## src/rtl/nibble_serial_accumulator_pkg.sv

```systemverilog
// Shared types and sizing helpers for the nibble-serial accumulator.
// The *_DEF constants describe the default two-nibble build; instances derive their own widths from NIBBLES.
package nibble_serial_accumulator_pkg;

  typedef enum logic {
    IDLE = 1'b0,
    ADD  = 1'b1
  } state_t;

  localparam int NIBBLES_DEF = 2;
  localparam int ACC_W       = 4 * NIBBLES_DEF;
  localparam int IDX_W       = $clog2(NIBBLES_DEF);

  function automatic int acc_w_of(input int nibbles);
    return 4 * nibbles;
  endfunction

  // Keep the nibble index at least one bit wide.
  function automatic int idx_w_of(input int nibbles);
    return (nibbles < 2) ? 1 : $clog2(nibbles);
  endfunction

endpackage

```

## src/rtl/nibble_serial_accumulator_adder.sv

```systemverilog
// Structural 4-bit ripple-carry adder with no carry-in.
// Each bit is a propagate/generate full-adder cell.
module Four_Bit_Adder_Struc (
  input  logic [3:0] x,
  input  logic [3:0] y,
  output logic [3:0] s,
  output logic       c4
);

  wire [4:0] c;
  assign c[0] = 1'b0;

  genvar i;
  generate
    for (i = 0; i < 4; i++) begin : g_fa
      wire p;
      wire g;
      wire pc;
      assign p        = x[i] ^ y[i];
      assign g        = x[i] & y[i];
      assign pc       = p & c[i];
      assign s[i]     = p ^ c[i];
      assign c[i + 1] = g | pc;
    end
  endgenerate

  assign c4 = c[4];

endmodule

```

## src/rtl/nibble_serial_accumulator.sv

```systemverilog
// Running-sum accumulator that adds 4-bit operands into a NIBBLES-wide register,
// one nibble per clock, through a single shared 4-bit ripple adder.
module nibble_serial_accumulator
  import nibble_serial_accumulator_pkg::*;
#(
  parameter int NIBBLES = NIBBLES_DEF
) (
  input  logic                   clk,
  input  logic                   rst,
  input  logic                   in_valid,
  output logic                   in_ready,
  input  logic [3:0]             in_data,
  input  logic                   clear,
  output logic [4*NIBBLES-1:0]   acc_out,
  output logic                   done,
  output logic                   overflow,
  output state_t                 state_dbg
);

  localparam int AW = acc_w_of(NIBBLES);
  localparam int IW = idx_w_of(NIBBLES);
  localparam logic [IW-1:0] LAST_IDX = IW'(NIBBLES - 1);

  state_t          state;
  state_t          state_next;
  logic [IW-1:0]   idx;
  logic            carry_reg;
  logic [3:0]      operand;
  logic [AW-1:0]   acc;
  logic [AW-1:0]   acc_upd;
  logic [3:0]      add_x;
  logic [3:0]      add_y;
  logic [3:0]      add_s;
  logic            add_c4;
  logic            xfer;
  logic            last_step;

  // Handshake: an operand transfers on any rising edge where in_valid && in_ready;
  // in_ready is only offered in IDLE, and never while rst or clear is asserted.
  assign in_ready  = (state == IDLE) && !clear && !rst;
  assign xfer      = in_valid && in_ready;
  assign last_step = (state == ADD) && (idx == LAST_IDX);

  always_comb begin
    add_x   = '0;
    acc_upd = acc;
    for (int i = 0; i < NIBBLES; i++) begin
      if (idx == IW'(i)) begin
        add_x                = acc[4*i +: 4];
        acc_upd[4*i +: 4]    = add_s;
      end
    end
    add_y = (idx == '0) ? operand : {3'b000, carry_reg};
  end

  Four_Bit_Adder_Struc u_adder (
    .x  (add_x),
    .y  (add_y),
    .s  (add_s),
    .c4 (add_c4)
  );

  always_comb begin
    state_next = state;
    case (state)
      IDLE:    if (xfer) state_next = ADD;
      ADD:     if (last_step) state_next = IDLE;
      default: state_next = IDLE;
    endcase
  end

  always_ff @(posedge clk) begin
    if (rst || clear) begin
      state     <= IDLE;
      idx       <= '0;
      carry_reg <= 1'b0;
      operand   <= '0;
      acc       <= '0;
      overflow  <= 1'b0;
      done      <= 1'b0;
    end else begin
      state <= state_next;
      done  <= last_step;
      if (xfer) begin
        operand <= in_data;
        idx     <= '0;
      end
      // Every nibble step runs even when the carry is zero, so latency is fixed.
      if (state == ADD) begin
        acc       <= acc_upd;
        carry_reg <= add_c4;
        if (last_step) begin
          overflow <= overflow | add_c4;
        end else begin
          idx <= idx + 1'b1;
        end
      end
    end
  end

  assign acc_out   = acc;
  assign state_dbg = state;

endmodule

```

## config.mk

```make
export PLATFORM = sky130hd
export DESIGN_NAME = nibble_serial_accumulator
export DESIGN_NICKNAME = d
export VERILOG_FILES = /design/src/rtl/nibble_serial_accumulator_pkg.sv /design/src/rtl/nibble_serial_accumulator_adder.sv /design/src/rtl/nibble_serial_accumulator.sv
export SDC_FILE = /design/constraint.sdc
export NUM_CORES = 1
export LEC_CHECK = 0
export ABC_CLOCK_PERIOD_IN_PS = 4000
export BUFFER_PORTS_ARGS = -buffer_cell sky130_fd_sc_hd__buf_2
export CAP_MARGIN = 20
export CORE_UTILIZATION = 45
export DETAILED_ROUTE_END_ITERATION = 12
export GPL_ROUTABILITY_DRIVEN = 0
export PLACE_DENSITY = 0.69
export SETUP_SLACK_MARGIN = 0.1
export SYNTH_ARGS = -nofsm -noshare
export SYNTH_HDL_FRONTEND = slang
export SYNTH_SLANG_ARGS = --single-unit
```

## constraint.sdc

```tcl
create_clock -name clk -period 4 [get_ports clk]
set_input_delay 0.8 -clock clk [delete_from_list [all_inputs] [get_ports clk]]
set_output_delay 0.8 -clock clk [all_outputs]
set_load 0.01 [all_outputs]
```

==> summary.txt <==
Layout
  • Final-layout fill cell count: 152
  • FF/Latch Area: 340 sq um
  • Max reg flops: 8
  • Layout cells sized above 1: 33.3%
  • Nets: 112
  • Antenna Cells: 0
  • Area occupied by multi-input gates: 412 sq um
  • Post-route non-filler standard cell count: 123
  • Synthesis-to-layout area growth: 12.0%
  • Final instance area: 911 sq um

CTS
  • Clock H-tree levels: 1
  • Cts-stage hold buffer count: 0
  • CTS Buf Count: 3
  • CTS clock-pin slew for the worst setup and hold paths: 0.09 ns
  • CTS resizes: 0
  • CTS tree: done
  • CTS sink cnt: 17
  • Post-CTS setup buffers: 0
  • Clock Tree Buf Depth: 2
  • Root Driver: clkbuf_4
  • Clock Latency Late Sink: 0.28 ns

Critical path
  • Crit path cell chain: mux2_2 > ha_1 > fa_1 > fa_1 > inv_1 > fa_1 > a311oi_2
  • CP delay by family, top: adder cells
  • Worst Path Required: 4.20 ns
  • Critical Path AT: 3.19 ns
  • CP max stage delay: 0.73 ns
  • CP startpoint kind: flop
  • Crit Path Max Fanout: 17
  • Buf+Inv Stages, Crit Path: 1
  • Crit-path slowest cell: dfxtp_1
  • CP endpoint kind: flop
  • CP Class: reg2reg
  • CP dominant cell by count: fa_1

Timing
  • Fin. Hold Viols: 0
  • Final setup violation count: 0
  • RSZ-0062 raised after global routing: false
  • Fmax: 335 MHz
  • Final Cycle Share: 74.6%
  • Minimum clock period after layout: 2.98 ns
  • Worst slew margin: 55.9%
  • Worst Tran Pin Value: 0.662 ns
  • Setup TNS: 0 ns
  • Slew Limit Fails: 0
  • Worst Skew: 0.000788 ns

Drt
  • Routed Antenna Nets: 0
  • DRT Pass-1 Iters: 4
  • Initial DRC count: 11
  • Routed length per instance: 11.0 um
  • Vias: 577
  • Vias/cell: 4.69
  • Total Wirelength: 1360 um
  • # DRC: 0

Global routing
  • Remaining global-route overflow: 0
  • Number of global-route vias before repair: 522
  • Initial antenna violation count: 0
  • First-pass GRT wire length: 2370 um
  • All-layer global routing usage: 16.6%
  • Largest net degree at the start of global routing: 19

Floorplanning
  • Row cnt: 14
  • Starting Density: 51.0%
  • Die width: 44.5 um
  • Chip Height: 44.5 um
  • Die footprint: 1980 sq um
  • Core area: 1590 sq um
  • Top-Level Pins: 20

Yosys
  • Count of cell types in the netlist: 23
  • Ys flop type: dfxtp_1
  • Synth warnings: 0
  • Mapped Nets: 94
  • Syn avg cell area: 9.92 sq um
  • Synthesized cell area: 813 sq um
  • Number of synthesized flops with an enable pin: 0
  • Register bit count reported by yosys: 17
  • Post-synthesis sequential area ratio: 41.8%
  • Post-Synthesis Cells: 82
  • Synth area leaders: dfxtp_1 (42%), fa_1 (7.4%), mux2i_1 (6.2%), mux2_2 (5.5%), nor2_1 (5.5%)
  • Synth area leader: dfxtp_1
  • Synth top cells by count: dfxtp_1 (17), nor2_1 (12), nand2_1 (9)
  • Most frequent cell after synthesis: dfxtp_1
  • Async SR Flop Fraction: 0%
  • Top cell type's share of synthesized area: 41.8%

Pwr
  • Leakage: 0.383 nW
  • Power per cell area: 316 nW/um^2
  • Peak VDD IR: 0.318 mV
  • Pwr Total: 287 uW

Run status
  • Status: finished, final reports clean

Placed design
  • Port bufs: 19
  • Post-DP HPWL: 979 um
  • Placed Cells: 119
  • Cell area after placement: 885 sq um

Flow run
  • Max Cap Violations: 0

Worst hold path
  • Hold crit path type: reg2reg
## layer usage
metal  up-vias  part of all wire [%]  global-route usage, %
met5         -                     0                      0
met4         0                     0                   3.64
met3         0                   3.7                   6.12
met2        14                    46                   26.2
met1       256                    51                   21.8
li1        307                     -                      -
## per-stage QoR
stage	util [%]	worst slack [ns]	hold slack, ns
2_1_floorplan	-	1.47	0.452
3_3_place_gp	55.5	1.10	0.457
3_5_place_dp	55.5	1.05	0.464
4_1_cts	57.1	1.02	0.478
5_1_grt	57.1	0.827	0.501
6_report	57.1	1.02	0.472
## tightest hold or removal path: cells and delay by family (launching register included)
| kind | cells | cell delay, ns |
|---|---|---|
| AND/OR/NAND/NOR | 1 | 0.05 |
| AO/OA/AOI/OAI | 1 | 0.05 |
| flip-flops | 1 | 0.33 |
## worst paths after layout
check        startpoint    endpoint  slack (ns)  depth (start not counted)
min          acc_out[5]  acc_out[5]        0.47                          2
max reg2reg         idx  acc_out[7]        1.02                          7
min reg2reg  acc_out[5]  acc_out[5]        0.47                          2
max                 idx  acc_out[7]        1.02                          7
## cell usage in the layout, fill, tap and decap left out, types with 2 or more instances in the layout
master	netlist	layout
fa_1	3	3
nand3_1	3	3
nand2b_1	2	2
nor2b_1	3	3
inv_1	2	2
dfxtp_1	17	17
nor2_1	12	12
buf_2	1	19
a21oi_1	6	6
mux2i_1	5	5
nand2_1	9	9
a21oi_2	2	2
clkbuf_4	0	3
mux2_2	4	4
## area by class of cell
| cell class | instances | share of cell area [%] |
|---|---|---|
| multi-input combinational | 57 | 45.2 |
| sequential | 17 | 37.4 |
| inverter | 2 | 0.824 |
| tap | 24 | 3.30 |
| clock buffer | 4 | 2.88 |
| timing repair buffer | 19 | 10.4 |
## power by group
part | total [mW] | internal (mW) | switching (mW)
Combinational | 0.0234 | 0.0109 | 0.0125
Clock | 0.0880 | 0.0387 | 0.0493
Sequential | 0.176 | 0.172 | 0.00424
Total | 0.287 | 0.221 | 0.0660
## logic make-up after synthesis
| kind of cell | after synthesis | share of synthesized area (%) |
|---|---|---|
| multiplexers | 9 | 11.7 |
| flip-flops | 17 | 41.8 |
| buffers and inverters | 8 | 7.54 |
| AO/OA/AOI/OAI | 12 | 11.4 |
| AND/OR/NAND/NOR | 32 | 18.6 |
| adder cells (fa/ha/maj) | 4 | 8.92 |
Power figures use the tool's default switching activity.
